<file path="src/rtl/dlatch_wr_ctrl_pkg.sv">
// Shared state encodings and default timing constants for the latch write controller.
package dlatch_wr_ctrl_pkg;

  localparam int unsigned WIDTH_DEF     = 8;
  localparam int unsigned SETUP_CYC_DEF = 1;
  localparam int unsigned OPEN_CYC_DEF  = 2;
  localparam int unsigned HOLD_CYC_DEF  = 1;
  localparam int unsigned CNT_W_DEF     = 4;

  typedef enum logic [2:0] {
    ST_IDLE  = 3'd0,
    ST_SETUP = 3'd1,
    ST_OPEN  = 3'd2,
    ST_HOLD  = 3'd3,
    ST_CLR   = 3'd4
  } state_e;

endpackage

</file>
<file path="src/rtl/dlatch_wr_ctrl_phase_cnt.sv">
// Loadable down-counter that stops at zero; zero flag is registered alongside the count.
module phase_cnt
  import dlatch_wr_ctrl_pkg::*;
#(
  parameter int unsigned CNT_W = CNT_W_DEF
) (
  input  logic             clk,
  input  logic             rst,
  input  logic             load,
  input  logic [CNT_W-1:0] load_val,
  output logic             zero
);

  logic [CNT_W-1:0] cnt_q, cnt_d;
  logic             zero_q, zero_d;

  always_comb begin
    cnt_d = cnt_q;
    if (load) begin
      cnt_d = load_val;
    end else if (cnt_q != '0) begin
      cnt_d = cnt_q - CNT_W'(1);
    end
    zero_d = (cnt_d == '0);
  end

  always_ff @(posedge clk) begin
    if (rst) begin
      cnt_q  <= '0;
      zero_q <= 1'b1;
    end else begin
      cnt_q  <= cnt_d;
      zero_q <= zero_d;
    end
  end

  assign zero = zero_q;

endmodule

</file>
<file path="src/rtl/dlatch_wr_ctrl.sv">
// Sequences a single-cycle write/clear request into a setup/open/hold latch access
// with busy/done handshake; all outputs registered.
module dlatch_wr_ctrl
  import dlatch_wr_ctrl_pkg::*;
#(
  parameter int unsigned WIDTH     = WIDTH_DEF,
  parameter int unsigned SETUP_CYC = SETUP_CYC_DEF,
  parameter int unsigned OPEN_CYC  = OPEN_CYC_DEF,
  parameter int unsigned HOLD_CYC  = HOLD_CYC_DEF,
  parameter int unsigned CNT_W     = CNT_W_DEF
) (
  input  logic             clk,
  input  logic             rst,
  input  logic             wr_req,
  input  logic             clr_req,
  input  logic [WIDTH-1:0] din,
  output logic             busy,
  output logic             done,
  output logic             lat_en,
  output logic [WIDTH-1:0] lat_d,
  output logic             lat_rst
);

  localparam logic [CNT_W-1:0] SETUP_LD = CNT_W'(SETUP_CYC - 1);
  localparam logic [CNT_W-1:0] OPEN_LD  = CNT_W'(OPEN_CYC - 1);
  localparam logic [CNT_W-1:0] HOLD_LD  = CNT_W'(HOLD_CYC - 1);

  state_e           state_q, state_d;
  logic             busy_q, busy_d;
  logic             done_q, done_d;
  logic             lat_en_q, lat_en_d;
  logic             lat_rst_q, lat_rst_d;
  logic [WIDTH-1:0] lat_d_q, lat_d_d;

  logic             cnt_load;
  logic [CNT_W-1:0] cnt_val;
  logic             cnt_zero;

  phase_cnt #(.CNT_W(CNT_W)) u_phase_cnt (
    .clk      (clk),
    .rst      (rst),
    .load     (cnt_load),
    .load_val (cnt_val),
    .zero     (cnt_zero)
  );

  // Next state and next output values; outputs describe the state being entered.
  always_comb begin
    state_d   = state_q;
    busy_d    = busy_q;
    done_d    = 1'b0;
    lat_en_d  = 1'b0;
    lat_rst_d = 1'b0;
    lat_d_d   = lat_d_q;
    cnt_load  = 1'b0;
    cnt_val   = '0;

    if (clr_req && (state_q != ST_CLR)) begin
      state_d   = ST_CLR;
      busy_d    = 1'b1;
      lat_rst_d = 1'b1;
    end else begin
      case (state_q)
        ST_IDLE: begin
          busy_d = 1'b0;
          if (wr_req) begin
            state_d  = ST_SETUP;
            busy_d   = 1'b1;
            lat_d_d  = din;
            cnt_load = 1'b1;
            cnt_val  = SETUP_LD;
          end
        end
        ST_SETUP: begin
          if (cnt_zero) begin
            state_d  = ST_OPEN;
            lat_en_d = 1'b1;
            cnt_load = 1'b1;
            cnt_val  = OPEN_LD;
          end
        end
        ST_OPEN: begin
          lat_en_d = 1'b1;
          if (cnt_zero) begin
            state_d  = ST_HOLD;
            lat_en_d = 1'b0;
            cnt_load = 1'b1;
            cnt_val  = HOLD_LD;
          end
        end
        ST_HOLD: begin
          if (cnt_zero) begin
            state_d = ST_IDLE;
            busy_d  = 1'b0;
            done_d  = 1'b1;
          end
        end
        ST_CLR: begin
          state_d = ST_IDLE;
          busy_d  = 1'b0;
          done_d  = 1'b1;
        end
        default: begin
          state_d = ST_IDLE;
          busy_d  = 1'b0;
        end
      endcase
    end
  end

  always_ff @(posedge clk) begin
    if (rst) begin
      state_q   <= ST_IDLE;
      busy_q    <= 1'b0;
      done_q    <= 1'b0;
      lat_en_q  <= 1'b0;
      lat_rst_q <= 1'b1;
      lat_d_q   <= '0;
    end else begin
      state_q   <= state_d;
      busy_q    <= busy_d;
      done_q    <= done_d;
      lat_en_q  <= lat_en_d;
      lat_rst_q <= lat_rst_d;
      lat_d_q   <= lat_d_d;
    end
  end

  assign busy    = busy_q;
  assign done    = done_q;
  assign lat_en  = lat_en_q;
  assign lat_rst = lat_rst_q;
  assign lat_d   = lat_d_q;

endmodule

</file>
<file path="config.mk">
export PLATFORM = sky130hd
export DESIGN_NAME = dlatch_wr_ctrl
export DESIGN_NICKNAME = d
export VERILOG_FILES = /design/src/rtl/dlatch_wr_ctrl_pkg.sv /design/src/rtl/dlatch_wr_ctrl_phase_cnt.sv /design/src/rtl/dlatch_wr_ctrl.sv
export SDC_FILE = /design/constraint.sdc
export NUM_CORES = 1
export LEC_CHECK = 0
export BUFFER_PORTS_ARGS = -buffer_cell sky130_fd_sc_hd__buf_2
export CORE_UTILIZATION = 46
export DETAILED_ROUTE_END_ITERATION = 16
export GPL_ROUTABILITY_DRIVEN = 0
export PLACE_DENSITY = 0.69
export REMOVE_ABC_BUFFERS = 1
export SLEW_MARGIN = 15
export SYNTH_ARGS = -nofsm -noshare
export SYNTH_HDL_FRONTEND = slang
export SYNTH_HIERARCHICAL = 1
export SYNTH_SLANG_ARGS = --single-unit
</file>
<file path="constraint.sdc">
create_clock -name clk -period 1.55 [get_ports clk]
set_input_delay 0.2325 -clock clk [delete_from_list [all_inputs] [get_ports clk]]
set_output_delay 0.2325 -clock clk [all_outputs]
set_load 0.005 [all_outputs]
</file>
==> impl_metrics.tcl, run 1 <==
set metrics [dict create \
    status "finished, violations left" \
    place_area_mm2 0.00114 \
    endpoint_kind "flip-flop" \
    required_ns 1.76 \
    skew_ns 0.00280 \
    drc 0 \
    yosysSeqAreaShare_pct 41.5 \
    grt_max_degree 27 \
    drt-pass1-iter-count 4 \
    grt_pass1_wl_mm 2.73 \
    avgSynthCellArea_um2 9.29 \
    min_path_cells 3 \
    dp_cells 159 \
    fin_area_mm2 0.00124 \
    start_util_pct 49.2 \
    vdd_ir_drop_max_mv 0.904 \
    fin_total_pwr_mw 1.53 \
    rows 16 \
    die_w_um 47.8 \
    netlist_instances 104 \
    fmax_ghz 0.610 \
    coreArea_mm2 0.00196 \
    reg2reg_depth 6 \
    clk_latency_ns 0.30 \
    clk_pin_slew_worst_paths_ns 0.12 \
    hold_violations 0 \
    setup_viol 1 \
    holdBufCountCts 0 \
    numPortBuffers 23 \
    cap_violations 0 \
    insertedDiodeCount 0 \
    vias 838 \
    clockBufferDepth 2 \
    synth_warnings 6 \
    setup_ws_ns -0.0896 \
    die_y_um 47.8 \
    root_buffer "clkbuf_4" \
    tns_ns -0.0896 \
    htree_num_levels 1 \
    p_leak_nw 0.511 \
    worst_ep_arrival_time_ns 1.85 \
    final_core_util_pct 63.3 \
    hp-class "input port to flip-flop" \
    holdWs_ns 0.195 \
    synth_area_um2 966 \
    final_cells 164 \
    ys_ff_latch 20 \
    synthDistinctLibCells 33 \
    wl_per_cell_um 12.2 \
    cts_tree "yes" \
    io_pins 24 \
    rsz0062_at_grt "true" \
    grt.overflow.total 0 \
    drtIter0Drc 11 \
    power.density_mw_per_mm2 1230 \
    hpwlAfterDp_mm 1.33 \
    viasPerCell 5.11 \
    cp_max_fo 4 \
    grt_usage_pct 17.2 \
    start_kind "flip-flop" \
    dieArea_mm2 0.00229 \
    antenna_found_initial 0 \
    r2r_setup_slack_ns -0.09 \
    period_share_pct 106 \
    fin_crit_ns 1.64 \
    finalMaxSlewViolations 0 \
    grt_pass1_vias 650 \
    routed_wl_mm 2.00 \
    drive_gt1_share_pct 43.1 \
    clock-sinks 20 \
    ant_nets 0 \
    nets 151 \
    violations "negative setup slack" \
    cts_made_buffers 3 \
    syn_to_final_growth_pct 28.5 \
    critPathKind "flip-flop to flip-flop" \
    dpl_worst_slack_ns -0.0491 \
]
## final cells by class
type / instances / area, um2
multi-input cells: 75 / 546
well taps: 27 / 33.8
fillers: 183 / 721
flip-flops and latches: 20 / 408
inverters: 6 / 22.5
clock buffers: 4 / 36.3
repair buffers: 32 / 195
## flip-flops by register name, indices dropped and copies added (netlist names)
signal and count:
busy 1, u_phase_cnt/zero 1, lat_en 1, state_q 3, done 1, lat_rst 1
lat_d 8, u_phase_cnt/cnt_q 4
## repair_timing
item	CTS	global route
endpoints found under the hold margin	0	0
setup buffers	0	1
pin swaps	1	3
endpoints found under the setup margin	1	2
resized for setup	10	4
## power by group
part           total (mW)  internal [mW]  switching [mW]
combinational       0.556          0.294           0.262
clock               0.306          0.143           0.163
sequential          0.664          0.595          0.0689
## cell usage after synthesis (all sizes together)
library cell / number / area share [%]
a21oi: 6 / 3.1
a221oi: 1 / 0.91
a2bb2oi: 1 / 0.91
and2: 3 / 1.9
buf: 3 / 3.5
clkbuf: 2 / 0.78
conb: 1 / 0.39
dfxtp: 20 / 41
ha: 1 / 1.3
inv: 6 / 2.3
mux2: 2 / 2.3
mux2i: 1 / 1.0
nand2: 5 / 1.9
nand2b: 10 / 6.5
nand3: 1 / 0.52
nand3b: 1 / 0.78
nand4b: 8 / 7.3
nor2: 5 / 1.9
nor2b: 1 / 0.65
nor3: 3 / 1.6
nor3b: 1 / 1.9
nor4: 1 / 1.3
o2111ai: 1 / 0.91
o21a: 1 / 0.78
o21ai: 12 / 7.4
o22ai: 2 / 2.6
or2: 1 / 0.65
or3: 2 / 1.3
or3b: 2 / 2.1
## kinds of logic after synthesis
| family | after synthesis | share of synthesized area, % |
|---|---|---|
| muxes | 3 | 3.37 |
| DFF | 20 | 41.5 |
| and+or+nand+nor | 44 | 30.3 |
| buffers and inverters | 11 | 6.61 |
| other | 1 | 0.388 |
| AOI/OAI and AO/OA | 24 | 16.6 |
| adders and majority gates | 1 | 1.30 |
## final timing paths
kind,endpoint,start
max,u_phase_cnt/zero$_SDFF_PP1_,u_phase_cnt/cnt_q[1]$_SDFF_PP0_
min,lat_d[6]$_SDFFE_PP0P_,din[6]
max reg2reg,u_phase_cnt/zero$_SDFF_PP1_,u_phase_cnt/cnt_q[1]$_SDFF_PP0_
min reg2reg,lat_d[1]$_SDFFE_PP0P_,lat_d[1]$_SDFFE_PP0P_
## critical path, stage by stage (launching register included)
cell     delay, ns
dfxtp_2       0.36
inv_1         0.09
ha_4          0.15
or3b_4        0.40
o21ai_2       0.15
o22ai_2       0.10
nor4_2        0.29
## layout by cell type, fill, tap and decap left out, types with 3 or more instances in the layout
| cell type | count |
|---|---|
| buf_2 | 23 |
| dfxtp_1 | 16 |
| nand2b_1 | 10 |
| nand4b_1 | 8 |
| buf_4 | 8 |
| o21ai_1 | 6 |
| nand2_1 | 5 |
| a21oi_1 | 5 |
| inv_1 | 5 |
| nor2_1 | 4 |
| o21ai_2 | 4 |
| and2_1 | 3 |
| clkbuf_4 | 3 |
| dfxtp_2 | 3 |
| conb_1 | 3 |
## per-layer routing
layer  GRT usage [%]  up-vias  routed length [um]
met4            6.67        0                  10
met1            22.0      390                 884
met3            3.40        2                  79
li1                -      430                   -
met5               0        -                   0
met2            28.4       16                1020
No activity file was read; power rests on OpenSTA's default activity.
==> run 2: changes to the inputs <==
Settings changed: CORE_UTILIZATION 46 to 48, CTS_BUF_LIST set to sky130_fd_sc_hd__clkbuf_8, PLACE_DENSITY 0.69 to 0.72.
==> run 2 against run 1 <==
  * The run still ends with negative setup slack left
  * Flip-flop and latch count is the same
  * Fmax grew 4.5%
  * Cell area grew 0.71%
  * Global-route usage rose by 2.5 points
  * Utilization is 6.1 points higher
  * Clock power increased by 66%
  * Critical path depth unchanged
  * Die area decreased by 4.0%
  * Non-clock buffer count shrank 1
  * Critical path type unchanged
  * Critical endpoint unchanged
==> impl_metrics.tcl, run 2 (synthesis gave the netlist of run 1 again) <==
set metrics [dict create \
    status "finished, violations left" \
    violations "negative setup slack" \
    grt_pass1_vias 695 \
    cap_violations 0 \
    setup_viol 1 \
    clk_pin_slew_worst_paths_ns 0.07 \
    power.density_mw_per_mm2 1340 \
    hpwlAfterDp_mm 1.33 \
    clk_latency_ns 0.25 \
    clockBufferDepth 2 \
    start_kind "flip-flop" \
    min_to "lat_d[7]$_SDFFE_PP0P_" \
    rsz0062_at_grt "true" \
    r2r-end "u_phase_cnt/zero$_SDFF_PP1_" \
    finalMaxSlewViolations 0 \
    dp_cells 157 \
    cp_max_fo 7 \
    reg2reg_depth 6 \
    worst_ep_arrival_time_ns 1.73 \
    antenna_found_initial 0 \
    cts_tree "yes" \
    viasPerCell 5.22 \
    wl_per_cell_um 12.0 \
    ant_nets 0 \
    final_cells 161 \
    hp-start "din[7]" \
    min_path_cells 3 \
    dieArea_mm2 0.00220 \
    vias 841 \
    dpl_worst_slack_ns -0.0321 \
    period_share_pct 101 \
    clock-sinks 20 \
    postCtsSetupBuffers 0 \
    grt_usage_pct 19.7 \
    io_pins 24 \
    drc 0 \
    root_buffer "clkbuf_8" \
    drt-pass1-iter-count 4 \
    nets 150 \
    syn_to_final_growth_pct 29.4 \
    insertedDiodeCount 0 \
    coreArea_mm2 0.00180 \
    die_y_um 46.9 \
    vdd_ir_drop_max_mv 1.26 \
    endpoint_kind "flip-flop" \
    fin_area_mm2 0.00125 \
    fin_crit_ns 1.57 \
    grt_pass1_wl_mm 2.97 \
    p_leak_nw 0.517 \
    hold_violations 0 \
    htree_num_levels 1 \
    r2r_setup_slack_ns -0.02 \
    holdWs_ns 0.244 \
    rr_startpoint "state_q[0]$_SDFFE_PP0P_" \
    rows 15 \
    cts_made_buffers 3 \
    grt.overflow.total 0 \
    drtIter0Drc 7 \
    critPathKind "flip-flop to flip-flop" \
    place_area_mm2 0.00114 \
    routed_wl_mm 1.93 \
    numPortBuffers 23 \
    start_util_pct 53.6 \
    skew_ns 0.00608 \
    hp-class "input port to flip-flop" \
    final_cell_mix "23 x buf_2, 17 x dfxtp_1, 10 x nand2b_1" \
    drive_gt1_share_pct 41.2 \
    die_w_um 46.9 \
    required_ns 1.71 \
    fmax_ghz 0.637 \
    largest_register_ffs 8 \
    holdBufCountCts 0 \
    final_common_cell "buf_2" \
    grt_max_degree 27 \
    setup_ws_ns -0.0197 \
]
[run 2: changes by cell type in the layout (fill, tap and decap cells not counted)]
cell	change
bufinv_16	+1
inv_2	+1
nor2_4	+1
buf_12	-1
o21ai_2	-1
dfxtp_1	+1
dfxtp_2	-1
inv_1	-1
clkbuf_8	+2
nor2_2	-1
clkbuf_4	-3
o21ai_1	+1
a21oi_1	+1
a21oi_2	-1
[run 2: area by class of cell]
class | instances | area [um2]
clock buffers | 3 | 41.3
clock inverters | 1 | 30.0
fillers | 157 | 552
inverters | 6 | 22.5
multi-input cells | 75 | 543
flip-flops and latches | 20 | 407
well taps | 25 | 31.3
repair buffers | 31 | 175
[run 2: metal layers]
metal  part of all wire [%]  vias to the layer above  GRT usage (%)
li1                       -                      428              -
met1                     44                      391           25.0
met2                     50                       20           32.8
met3                    4.7                        2           6.92
met4                   0.57                        0           3.43
met5                      0                        -              0
[run 2: timing repair]
| action | in CTS | in global routing |
|---|---|---|
| pin swaps | 0 | 2 |
| gates resized for setup | 5 | 8 |
| setup endpoints to repair | 1 | 2 |
| gates cloned | 0 | 0 |
[run 2: worst max path at each step]
| stage | endpoint | from | cells after the start | slack (ns) |
|---|---|---|---|---|
| after detailed placement | u_phase_cnt/zero$_SDFF_PP1_ | state_q[0]$_SDFFE_PP0P_ | 7 | -0.03 |
| after global placement | u_phase_cnt/zero$_SDFF_PP1_ | state_q[0]$_SDFFE_PP0P_ | 7 | 0.02 |
| after global routing | u_phase_cnt/zero$_SDFF_PP1_ | u_phase_cnt/cnt_q[1]$_SDFF_PP0_ | 6 | -0.07 |
| after floorplan | u_phase_cnt/zero$_SDFF_PP1_ | state_q[1]$_SDFFE_PP0P_ | 7 | -0.19 |
| final | u_phase_cnt/zero$_SDFF_PP1_ | state_q[0]$_SDFFE_PP0P_ | 6 | -0.02 |
| after CTS | u_phase_cnt/zero$_SDFF_PP1_ | state_q[0]$_SDFFE_PP0P_ | 7 | 0.003 |
[run 2: worst max-delay path: stages (launching register included)]
cell	delay [ns]
dfxtp_4	0.38
mux2i_1	0.21
a2bb2oi_1	0.18
nor3_1	0.06
buf_4	0.17
o21a_1	0.21
nor4_2	0.27
[run 2: stage by stage]
stage	setup TNS [ns]	total power, mW	utilization (%)
6_report	-0.0197	1.67	69.4
5_1_grt	-0.0736	1.77	69.4
4_1_cts	0	1.66	68.4
3_5_place_dp	-0.0321	1.10	63.2
3_3_place_gp	0	1.09	63.2
2_1_floorplan	-0.351	0.972	-
[run 2: power breakdown]
part / internal [mW] / switching [mW] / leakage [nW] / total, mW
logic: 0.267 / 0.235 / 0.316 / 0.502
registers: 0.596 / 0.0684 / 0.165 / 0.664
clock network: 0.344 / 0.163 / 0.0357 / 0.507
total: 1.21 / 0.466 / 0.517 / 1.67
==> run 3: changes to the inputs <==
Settings changed: CORE_MARGIN set to 3, CORE_UTILIZATION 48 to 47, SYNTH_HIERARCHICAL 1 to unset.
==> run 3 against run 2 <==
  * The flow now finishes without violations
  * Sequential power decreased by 2%
  * Flip-flop and latch count unchanged
  * First-iteration DRC count unchanged
  * Sequential share of layout area increased by 7.0 points
  * Clock-buffer cell count increased by 1
  * Worst hold slack got worse by 0.036 ns
  * Via count decreased by 20%
  * Die area increased by 3.9%
  * Register-to-register slack improved by 0.18 ns
  * Largest cell class unchanged
==> impl_metrics.tcl, run 3 <==
set metrics [dict create \
    synthArstFlopShare_pct 0 \
    wl_per_cell_um 11.9 \
    postCtsSetupBuffers 0 \
    setup_viol 0 \
    nets 125 \
    p_leak_nw 0.482 \
    io_pins 24 \
    htree_num_levels 1 \
    power.density_mw_per_mm2 1460 \
    fin_area_mm2 0.00101 \
    hp-class "input port to flip-flop" \
    yosysMostFrequentCell "dfxtp_1" \
    holdWs_ns 0.207 \
    netlist_instances 85 \
    drtIter0Drc 7 \
    clk_latency_ns 0.25 \
    clk_pin_slew_worst_paths_ns 0.07 \
    max_slew.worst_pin.slew_ns 0.330 \
    fill_cells 146 \
    avgSynthCellArea_um2 9.64 \
    ys_ff_latch 20 \
    dieArea_mm2 0.00228 \
    p_comb_share_pct 29.5 \
    synth_edf_count 0 \
    internal-power_mw 1.04 \
    multi_input_area_um2 410 \
    crit_buf_inv 1 \
    drt-pass1-iter-count 4 \
    crit_chain "inv_1 > ha_1 > nor3b_4 > nor2b_1 > a2111oi_1" \
    syn_to_final_growth_pct 23.5 \
    swShare_pct 29.6 \
    grt_max_degree 17 \
    seq_power_share_pct 44.2 \
    clockBufferDepth 2 \
    power_frac_clock_pct 26.4 \
    grt_pass1_wl_mm 2.36 \
    synth_warnings 0 \
    place_area_um2 951 \
    start_util_pct 52.0 \
    largest_register_ffs 8 \
    yosysSeqAreaShare_pct 48.9 \
    numPortBuffers 23 \
    skew_ns 0.00356 \
    status "finished clean" \
    synth_area_um2 820 \
    rsz0062_at_grt "false" \
    drive_gt1_share_pct 28.8 \
    hpwlAfterDp_mm 1.14 \
    drc 0 \
    antenna_found_initial 0 \
    die_y_um 47.8 \
    ys_top_cells_by_count "20 x dfxtp_1, 12 x nor2_1, 9 x mux2i_1, 7 x nand2_1, 6 x a21oi_1" \
    cp_max_fo 5 \
    die_w_um 47.8 \
    vias 674 \
    root_buffer "clkbuf_8" \
    period_share_pct 89.7 \
    cts_tree "yes" \
    hold_violations 0 \
    critPathKind "flip-flop to flip-flop" \
    routed_wl_mm 1.51 \
    required_ns 1.70 \
    start_kind "flip-flop" \
    final_cell_mix "23 x buf_2, 20 x dfxtp_1, 12 x nor2_1" \
    holdBufCountCts 0 \
    rows 14 \
    viasPerCell 5.31 \
    synthDistinctLibCells 27 \
    worst_ep_arrival_time_ns 1.54 \
    clock-sinks 20 \
    final_common_cell "buf_2" \
    fin_total_pwr_mw 1.48 \
    vdd_ir_drop_max_mv 1.02 \
    ant_nets 0 \
    p_sw_mw 0.437 \
    grt_pass1_vias 564 \
    cts_made_buffers 3 \
    tns_ns 0 \
    fin_crit_ns 1.39 \
    slew_headroom_pct 77.8 \
    synth_flop_cell "dfxtp_1" \
    seqCellArea_um2 400 \
    cap_violations 0 \
    finalMaxSlewViolations 0 \
    synth_top_area_share_pct 48.9 \
    ys_top_cells_by_area "dfxtp_1 49%, mux2i_1 11%, nor2_1 5.5%" \
    slowest_delay_ns 0.35 \
    r2r_setup_slack_ns 0.16 \
    endpoint_kind "flip-flop" \
    coreArea_mm2 0.00158 \
    crit_family "flip-flops" \
    cts-resized-gates 0 \
    insertedDiodeCount 0 \
    fmax_ghz 0.719 \
    cpMaxStageDelayCell "dfxtp_1" \
    yosysTopAreaCell "dfxtp_1" \
    grt_usage_pct 14.9 \
    grt.overflow.total 0 \
]
[run 3: changes by cell type in the layout (fill, tap and decap cells not counted), sizes merged, moves of 7 or more]
cell	change
nand4b	-7
o21ai	-12
buf	-8
nor2	+7
mux2i	+8
nand2b	-8
[run 3: final cells by class]
cell class                      count  share of cell area (%)
Multi-Input combinational cell     61                    40.5
Sequential cell                    20                    39.6
Timing Repair Buffer               23                    11.4
Clock buffer                        4                    5.44
Tap cell                           16                    1.98
Inverter                            3                    1.11
[run 3: power groups by stage]
stage / Sequential (mW) / Clock (mW) / Combinational, mW
2_1_floorplan: 0.647 / 0 / 0.320
3_3_place_gp: 0.654 / 0 / 0.398
3_5_place_dp: 0.659 / 0 / 0.413
4_1_cts: 0.648 / 0.398 / 0.417
5_1_grt: 0.664 / 0.421 / 0.493
6_report: 0.652 / 0.389 / 0.435
[run 3: per-stage QoR]
| step | instances | worst slack, ns | util [%] |
|---|---|---|---|
| floorplan | 84 | 0.252 | - |
| global placement | 123 | 0.207 | 60.3 |
| detailed placement | 123 | 0.137 | 60.3 |
| CTS | 127 | 0.118 | 63.8 |
| global route | 127 | 0.00462 | 64.2 |
| finish | 127 | 0.160 | 64.2 |
[run 3: worst reg2reg max path, cell delays in order, from the launching register on]
cell,delay [ns]
dfxtp_1,0.35
inv_1,0.07
ha_1,0.21
nor3b_4,0.26
nor2b_1,0.08
a2111oi_1,0.32
[run 3: path summary, 6_finish.rpt]
path,startpoint,to,cells after the start
max,u_phase_cnt.cnt_q[0]$_SDFF_PP0_,u_phase_cnt.cnt_q[1]$_SDFF_PP0_,5
min,din[4],lat_d[4]$_SDFFE_PP0P_,3
max reg2reg,u_phase_cnt.cnt_q[0]$_SDFF_PP0_,u_phase_cnt.cnt_q[1]$_SDFF_PP0_,5
min reg2reg,lat_d[6]$_SDFFE_PP0P_,lat_d[6]$_SDFFE_PP0P_,2
[run 3: kinds of logic after synthesis]
| logic type | count (synthesis) | share of synthesized area [%] |
|---|---|---|
| compound gates | 12 | 10.4 |
| xor+xnor | 1 | 1.07 |
| fa+ha+maj | 1 | 1.53 |
| buf+inv | 4 | 1.83 |
| flops | 20 | 48.9 |
| mux | 9 | 11.0 |
| simple gates | 38 | 25.3 |
[run 3: routing by layer]
layer / wire length (um) / global-route usage [%] / vias to the layer above
met2: 698 / 24.0 / 18
met3: 96 / 7.89 / 0
met4: 0 / 1.61 / 0
met5: 0 / 0 / -
li1: - / - / 350
met1: 713 / 18.1 / 306
